### config.mk
export PLATFORM = sky130hd
export DESIGN_NAME = i2c_req_arbiter
export DESIGN_NICKNAME = d
export VERILOG_FILES = /design/src/rtl/i2c_req_arbiter_pkg.sv /design/src/rtl/i2c_req_arbiter_rr_arbiter.sv /design/src/rtl/i2c_req_arbiter.sv
export SDC_FILE = /design/constraint.sdc
export NUM_CORES = 1
export LEC_CHECK = 0
export ABC_AREA = 0
export CAP_MARGIN = 20
export CORE_UTILIZATION = 45
export CTS_CLUSTER_DIAMETER = 120
export DETAILED_ROUTE_END_ITERATION = 10
export DONT_BUFFER_PORTS = 1
export GPL_TIMING_DRIVEN = 0
export MAX_ROUTING_LAYER = met4
export SKIP_CTS_REPAIR_TIMING = 1
export SLEW_MARGIN = 25
export SYNTH_ARGS = -nofsm -noshare
export SYNTH_HDL_FRONTEND = slang
export SYNTH_SLANG_ARGS = --single-unit
### constraint.sdc
create_clock -name clk -period 5.8 [get_ports clk]
set_input_delay 0.87 -clock clk [delete_from_list [all_inputs] [get_ports clk]]
set_output_delay 0.87 -clock clk [all_outputs]
set_load 0.01 [all_outputs]
### src/rtl/i2c_req_arbiter_pkg.sv
// Shared types and helpers for the i2c request arbiter.
// FSM state encoding, frame length default, bit-period calculation.
package i2c_req_arbiter_pkg;

  typedef enum logic [1:0] {
    ARB_IDLE = 2'd0,
    ARB_WAIT = 2'd1,
    ARB_DONE = 2'd2
  } arb_state_t;

  localparam int FRAME_PERIODS_DEFAULT = 22;

  // Cycles per SCL period minus one, truncated to the 10-bit counter.
  // speed==0 (and speed>clk_hz) fall to the slowest period, 1023.
  function automatic logic [9:0] bit_period(
    input logic [23:0] speed,
    input int unsigned clk_hz
  );
    logic [31:0] q;
    q = 32'hFFFF_FFFF;
    if (speed != '0) q = clk_hz / 32'(speed) - 32'd1;
    return q[9:0];
  endfunction

endpackage

### src/rtl/i2c_req_arbiter_rr_arbiter.sv
// Round-robin winner select: lowest index >= ptr (wrapping) with req set.
// Ports: req, ptr in; one-hot gnt and binary idx out.
module rr_arbiter #(
  parameter int NUM_REQ = 4,
  parameter int IW      = 2
) (
  input  logic [NUM_REQ-1:0] req,
  input  logic [IW-1:0]      ptr,
  output logic [NUM_REQ-1:0] gnt,
  output logic [IW-1:0]      idx
);

  int          pos;
  logic [IW-1:0] p;
  logic        found;

  always_comb begin
    gnt   = '0;
    idx   = '0;
    found = 1'b0;
    pos   = 0;
    p     = '0;
    for (int k = 0; k < NUM_REQ; k++) begin
      pos = int'(ptr) + k;
      if (pos >= NUM_REQ) pos = pos - NUM_REQ;
      p = IW'(pos);
      if (!found && req[p]) begin
        found  = 1'b1;
        gnt[p] = 1'b1;
        idx    = p;
      end
    end
  end

endmodule

### src/rtl/i2c_req_arbiter.sv
// Round-robin scheduler sharing one i2c_master between NUM_REQ requesters.
// Ports: clk, reset, speed, req/req_addr/req_data in; gnt, done, busy, pulse, addr2send, data2send out.
module i2c_req_arbiter
  import i2c_req_arbiter_pkg::*;
#(
  parameter int NUM_REQ       = 4,
  parameter int CLK_HZ        = 100_000_000,
  parameter int FRAME_PERIODS = FRAME_PERIODS_DEFAULT
) (
  input  logic                   clk,
  input  logic                   reset,
  input  logic [23:0]            speed,
  input  logic [NUM_REQ-1:0]     req,
  input  logic [7*NUM_REQ-1:0]   req_addr,
  input  logic [8*NUM_REQ-1:0]   req_data,
  output logic [NUM_REQ-1:0]     gnt,
  output logic [NUM_REQ-1:0]     done,
  output logic                   busy,
  output logic                   pulse,
  output logic [6:0]             addr2send,
  output logic [7:0]             data2send
);

  localparam int IW = (NUM_REQ > 1) ? $clog2(NUM_REQ) : 1;
  localparam logic [4:0] PER_LAST = 5'(FRAME_PERIODS - 1);
  localparam logic [IW-1:0] IDX_LAST = IW'(NUM_REQ - 1);

  arb_state_t          state_q, state_d;
  logic [IW-1:0]       ptr_q, idx_q, win_idx;
  logic [NUM_REQ-1:0]  win_gnt;
  logic [9:0]          p_q, cyc_q;
  logic [4:0]          per_q;
  logic                launch, term;

  rr_arbiter #(
    .NUM_REQ (NUM_REQ),
    .IW      (IW)
  ) u_rr (
    .req (req),
    .ptr (ptr_q),
    .gnt (win_gnt),
    .idx (win_idx)
  );

  always_comb begin
    state_d = state_q;
    launch  = 1'b0;
    term    = 1'b0;
    unique case (state_q)
      ARB_IDLE: begin
        if (|req) begin
          launch  = 1'b1;
          state_d = ARB_WAIT;
        end
      end
      ARB_WAIT: begin
        if (cyc_q == p_q && per_q == PER_LAST) begin
          term    = 1'b1;
          state_d = ARB_DONE;
        end
      end
      ARB_DONE: state_d = ARB_IDLE;
      default:  state_d = ARB_IDLE;
    endcase
  end

  always_ff @(posedge clk or posedge reset) begin
    if (reset) begin
      state_q   <= ARB_IDLE;
      ptr_q     <= '0;
      idx_q     <= '0;
      gnt       <= '0;
      done      <= '0;
      pulse     <= 1'b0;
      addr2send <= '0;
      data2send <= '0;
      p_q       <= '0;
      cyc_q     <= '0;
      per_q     <= '0;
    end else begin
      state_q <= state_d;
      pulse   <= launch;
      done    <= term ? gnt : '0;
      if (launch) begin
        gnt       <= win_gnt;
        idx_q     <= win_idx;
        addr2send <= req_addr[7*win_idx +: 7];
        data2send <= req_data[8*win_idx +: 8];
        p_q       <= bit_period(speed, CLK_HZ);
        cyc_q     <= '0;
        per_q     <= '0;
      end else if (state_q == ARB_WAIT) begin
        if (cyc_q == p_q) begin
          cyc_q <= '0;
          per_q <= per_q + 5'd1;
        end else begin
          cyc_q <= cyc_q + 10'd1;
        end
      end
      if (state_q == ARB_DONE) begin
        gnt   <= '0;
        ptr_q <= (idx_q == IDX_LAST) ? '0 : idx_q + 1'b1;
      end
    end
  end

  assign busy = (state_q != ARB_IDLE);

endmodule
==> results list, run 1 <==
- By area, the combinational part of the netlist is dominated by compound AO/OA/AOI/OAI gates.
- At the worst endpoint, the required time is 5.97 ns.
- Clock latency on the worst-skew pair, taken at its later pin, is 0.30 ns.
- The number of nets in the synthesized netlist is 5080.
- The via count of the first global-routing pass is 31600.
- Drt wl/cell: 20.7 um
- Syn. warnings: 0
- Width of the chip: 268 um
* Final core area utilization: 0.603
- Of the total synthesized cell area, the portion taken by XOR and XNOR cells is 0.102.
- For this block, the routed nets add up to 123 mm of wire.
- The setup path with the least slack is of type primary input to register.
- For this block, the initial DRC count from the detailed router was 2896.
- Counting flops with a built-in enable in the synthesized netlist gives 0.
- In this run the tightest slew margin relative to its limit is 0.273.
- Measured along the y axis, the die boundary spans 268 um.
- Share of the synthesized area in the top cell type: 0.185
- Number of antenna diodes: 0
* Capturing element type of the critical path: register
- The first detailed-routing pass took 6 iterations.
- Of the total synthesized cell area, the portion taken by AND, OR, NAND and NOR gates is 0.234.
* Total die area: 71900 um2
- The initial utilization of the core area, before any placement, comes to 0.455.
* Netlist area before placement: 31900 um2
- Using the TritonRoute via totals, the vias-per-cell ratio works out to 6.21.
- The commonest cells after synthesis are 484 x nor2_1, 472 x ha_1, 420 x nand2_1, 416 x a21oi_1, 310 x o21ai_0.
- Of the total synthesized cell area, the portion taken by full adders, half adders and majority gates is 0.185.
* CTS max path bufs: 2
* Cells after synthesis: 4518
- Of the cells placed in the final design, the portion with a size suffix greater than 1 is 0.273.
* Crit path time final: 67.95 ns
* Failing checks: setup timing
- Buffers placed on the I/O ports in this run total 0.
- Number of antenna violations at the first check in global routing: 0
- First-pass GRT wire length: 176 mm
* Post-synthesis sequential element count: 55
- Once detailed placement completed, the half-perimeter wirelength came to 92.8 mm.
- In this run the number of H-tree levels came out at 2.
* Final Hold Viols: 0
- Slew Limit Fails: 0
- Most numerous cell in the Yosys netlist: nor2_1
* Antenna-violating nets left: 0
- Highest net fanout along the worst path: 10
* Largest stage delay on the critical path: 0.56 ns
- CP max-delay cell: a2111o_1
- Count of maximum capacitance violations: 0
* Final period util: 11.7
* RSZ-0062 raised after global routing: yes
- Flip-flop cell with the highest count after synthesis: dfrtp_1
* Hold slack: 0.417 ns
* CTS root buf: clkbuf_16
* Synth Area in Compound Gates: 0.328
- In the post-synthesis netlist, the biggest area contributors are ha_1 19%, xnor2_1 6.6%, a21oi_1 6.5%.
- Classification of the worst-slack hold path: primary input to async pin
- Average size of a mapped cell: 7.05 um2
- Grt total ovfl: 0
* Count of different cell masters after synthesis: 122
- NumNets Final: 5537
* Num rows: 97
- Final WS setup: -62.15 ns
* I/O pin cnt: 115
- CP Launch Type: primary input
- ha_1 takes more of the synthesized area than any other cell.
- Setup skew after layout: 0.00535 ns
* CP most frequent cell: buf_8
- The portion of synthesized area spent on multiplexers is 0.0719.
* Worst-Margin Slew: 1.08 ns
- Across every metal layer, demand over resource in global routing totals 0.313.
- Of the synthesized area, sequential elements account for 0.0432.
- The routed layout has 36700 vias.
* Placeable core region: 70000 um2
- Maximum number of pins on one net before global-route repair: 32
* Proportion of register bits with asynchronous set or reset after synthesis: 1.00
- Achievable Freq: 0.0147 GHz
- TritonCTS created 5 clock buffers.
- Arrival time at the worst endpoint: 68.12 ns
- Setup violations remaining at the end of the flow were counted as 10.
- Clock-pin slew was measured on the worst setup and hold paths at 0.07 ns.
- In the routed design, unresolved DRC markers number 0.
- Synthesis-to-finish area growth: 32.5%
* TritonCTS clock tree: yes
- Number of clock sinks: 55
- The run finished, with violations left.
- Weighted congestion at the end of routability-driven global placement: 0.966
[worst paths after layout]
check,endpoint,cells after the start,slack [ns],from
min in group clk,cyc_q[9]$_DFFE_PP0P_,1,0.52,cyc_q[9]$_DFFE_PP0P_
worst min register to register,cyc_q[9]$_DFFE_PP0P_,1,0.52,cyc_q[9]$_DFFE_PP0P_
max in group asynchronous,addr2send[4]$_DFFE_PP0P_,2,4.93,reset
worst min-delay path,done[2]$_DFF_PP0_,1,0.42,reset
worst max-delay path,p_q[4]$_DFFE_PP0P_,351,-62.15,speed[21]
worst max register to register,addr2send[6]$_DFFE_PP0P_,11,1.83,ptr_q[0]$_DFFE_PP0P_
[cells by family after synthesis]
kind of cell	after synthesis
other	1
DFF	55
AOI/OAI and AO/OA	1563
buffers and inverters	286
muxes	207
xor gates and xnor gates	372
adders and majority gates	472
and+or+nand+nor	1562
[worst max-delay path: cells and delay by family]
| family | cells | cell delay [ns] |
|---|---|---|
| AOI/OAI and AO/OA | 178 | 35.03 |
| and+or+nand+nor | 84 | 14.09 |
| adders and majority gates | 31 | 7.92 |
| buffers and inverters | 49 | 7.14 |
| muxes | 8 | 2.48 |
| xor gates and xnor gates | 1 | 0.19 |
[area by class of cell]
type | count | area, um2
repair inverters | 1 | 5.00
well taps | 940 | 1180
inverters | 165 | 648
repair buffers | 451 | 3990
flip-flops and latches | 55 | 1380
fillers | 6362 | 27800
clock buffers | 5 | 125
clock inverters | 3 | 27.5
multi-input cells | 4179 | 33500
plain buffers | 117 | 1320
[layer usage]
| metal | global-route usage | vias up | part of all wire |
|---|---|---|---|
| met2 | 0.523 | 1174 | 0.47 |
| met1 | 0.419 | 17500 | 0.44 |
| met4 | 0.0612 | 0 | 0.033 |
| met3 | 0.0141 | 211 | 0.056 |
| li1 | - | 17900 | - |
| met5 | - | - | 0 |
[cell usage in the layout (no fill, tap or decap), types with 55 or more instances in the layout]
cell type | Yosys | routed
nand2_1 | 420 | 399
ha_1 | 472 | 345
xor2_1 | 133 | 133
nand2b_1 | 82 | 77
inv_1 | 163 | 136
a21o_1 | 179 | 177
o21a_1 | 101 | 96
nor2_1 | 484 | 447
o21ai_0 | 310 | 240
mux2_2 | 161 | 138
nand3_1 | 117 | 104
a21oi_1 | 416 | 346
nor3_1 | 110 | 92
ha_4 | 0 | 92
xnor2_1 | 239 | 238
buf_4 | 3 | 412
dfrtp_1 | 55 | 55
[stage by stage]
step / instances / TNS, ns / cell area, um2 / worst slack, ns
floorplan: 4518 / -569.58 / 34000 / -57.14
global placement: 5458 / -722.35 / 35100 / -72.47
detailed placement: 5469 / -718.81 / 35400 / -72.12
CTS: 5477 / -718.48 / 35600 / -72.08
global route: 5916 / -643.97 / 42200 / -64.52
finish: 5916 / -620.51 / 42200 / -62.15
[sequential cells by signal, indices dropped and copies added (netlist names), 4 cells and up]
signal and flops:
data2send 8, gnt 4, done 4, addr2send 7, p_q 10, per_q 5, cyc_q 10
Power of run 1 is left out: the tool's default activity adds up to more than one toggle a clock period on the data nets, which glitch-free logic cannot reach.
==> run 2: changes to the inputs <==
- CORE_ASPECT_RATIO: unset -> 1.25
==> results list, run 2 (synthesized netlist as in run 1, its figures left out) <==
- Slew Limit Fails: 0 (unchanged)
* Floorplan die height: 299 um (+12%)
* Maximum number of pins on one net before global-route repair: 54 (+69%)
* Number of buffers inserted by port buffering: 0 (unchanged)
* Placeable core region: 69700 um2 (-0.43%)
- The clock sink total was 55 (unchanged).
* Number of antenna violations at the first check in global routing: 1 (+1)
- The via density per instance came to 6.20 (-0.20%).
- Crit path time final: 67.29 ns (-0.660 ns)
- The fraction of layout cells with a size suffix above 1 was 0.283 (+0.0103).
- The most critical setup path has its startpoint at speed[21].
* Routed vias: 36900 (+0.30%)
- The top cell types in the final layout, fill and taps aside, are 448 x buf_4, 441 x nor2_1, 395 x nand2_1, 344 x ha_1, 339 x a21oi_1.
- The post-placement worst setup slack is -72.43 ns (-0.314 ns).
* Synthesis-to-finish area growth: 34.2%
- Setup repair after global routing could not meet its margin everywhere.
- The routed wire length per instance was 21.0 um (+1.1%).
- Width of the chip: 240 um (-10%)
- By instance count, the cell type seen most on the critical path is ha_4.
- The row count is 108 (+11%).
* Critical setup path kind: primary input to register
- The largest fanout of any net on the critical path came to 10 (unchanged).
- Source of the worst register-to-register timing path: ptr_q[0]$_DFFE_PP0P_
- Antenna-violating nets left: 0 (unchanged)
* Count of maximum capacitance violations: 0 (unchanged)
* DRC violation count after routing: 0 (unchanged)
* Arrival time at the worst endpoint: 67.45 ns (-0.67 ns)
- Clock Pin Slew Worst Setup and Hold Paths: 0.07 ns (about the same)
- CTS root buf: clkbuf_16
* Final core area utilization: 0.613 (+0.0104)
* Setup skew after layout: 0.00835 ns (+0.00300 ns)
- The maximum buffer depth of the clock tree came to 2 (unchanged).
- Grt total ovfl: 0 (unchanged)
- Leaving out fill and tap cells, the most frequent cell in the layout is buf_4.
- Drt total wl: 125 mm (+1.6%)
- Number of global-route vias before repair: 32600 (+3.2%)
- TritonCTS built the clock tree.
- The global-route wire length before repair was 177 mm (+0.69%).
- The post-layout instance area came to 42800 um2 (+1.3%).
* Setup slack of the most critical reg-to-reg path: 1.85 ns (+0.02 ns)
* NumNets Final: 5572 (+0.63%)
- STA classifies the critical path endpoint as a register.
- The instance area at placement is 35400 um2 (-0.26%).
- Max transition margin: 0.0984 (-0.174)
* Number of antenna diodes: 0 (unchanged)
* Setup-violating endpoint count in the final report: 10 (unchanged)
- Outcome: complete, but fails checks
* Final WS setup: -61.49 ns (+0.660 ns)
* I/O pin cnt: 115 (unchanged)
* Achievable Freq: 0.0149 GHz (+0.98%)
- Largest registers in the final layout: cyc_q x10, p_q x10, data2send x8
- The number of cells in the finished layout apart from fillers came to 5946 (+0.51%).
* Failing checks: setup timing
- Placed wire-length estimate: 94.3 mm (+1.6%)
* Reg-to-reg critical path endpoint: addr2send[4]$_DFFE_PP0P_
* First-pass DRT Iterations: 6 (unchanged)
- Worst-Margin Slew: 1.34 ns (+0.251 ns)
- The number of failing hold endpoints at the final stage is 0 (unchanged).
- GRT Total Usage: 0.316 (+0.00244)
* Worst-skew pair later-pin latency: 0.30 ns (about the same)
- Initial cell density of the core: 0.457 (+0.00197)
- Classification of the worst-slack hold path: primary input to async pin
* R2R cell count: 11 (unchanged)
- CP max-delay cell: o21ai_1
- The die area came to 71900 um2 (about the same).
* CTS buffer count: 5 (unchanged)
- H-tree level count: 2 (unchanged)
- The share of the clock period used by the worst path after layout was 11.6 (-0.114).
- The number of cells in the design after placement was 5462 (-0.13%).
* CP Launch Type: primary input
- The final weighted congestion in routability-driven placement came to 0.969 (+0.35%).
- Largest stage delay on the critical path: 0.69 ns (+0.13 ns)
* Drt initial violations: 2379 (-18%)
- The data required time of the worst path came to 5.96 ns (about the same).
run 2: worst max-delay path: cells and delay by family:
| kind | cells | cell delay, ns |
|---|---|---|
| mux | 7 | 2.19 |
| simple gates | 89 | 15.25 |
| xor+xnor | 1 | 0.16 |
| buf+inv | 43 | 6.32 |
| fa+ha+maj | 31 | 7.78 |
| compound gates | 170 | 34.61 |
run 2: worst max-delay path by stage:
| stage | to | slack, ns | depth (start not counted) |
|---|---|---|---|
| 2_1_floorplan | p_q[4]$_DFFE_PP0P_ | -57.14 | 344 |
| 3_3_place_gp | p_q[4]$_DFFE_PP0P_ | -72.67 | 342 |
| 3_5_place_dp | p_q[4]$_DFFE_PP0P_ | -72.43 | 338 |
| 4_1_cts | p_q[4]$_DFFE_PP0P_ | -72.43 | 333 |
| 5_1_grt | p_q[6]$_DFFE_PP0P_ | -63.47 | 352 |
| 6_report | p_q[6]$_DFFE_PP0P_ | -61.49 | 341 |
run 2: cell type report:
type	count	area, um2
inverters	165	643
fillers	6345	27000
multi-input cells	4177	33800
repair buffers	490	4280
well taps	935	1170
clock inverters	3	27.5
clock buffers	5	125
flip-flops and latches	55	1380
repair inverters	1	5.00
plain buffers	115	1330
run 2: metrics by stage:
step / hold slack [ns] / setup TNS (ns)
floorplan: 0.454 / -569.58
global placement: 0.488 / -724.24
detailed placement: 0.490 / -721.89
CTS: 0.299 / -721.84
global route: 0.293 / -633.67
finish: 0.298 / -613.95
run 2: routing by layer:
layer  global-route usage  part of all wire
met4                0.106             0.048
met3               0.0145             0.039
met5                    -                 0
met1                0.374              0.41
met2                0.565              0.50
Power of run 2 is left out for the same reason.
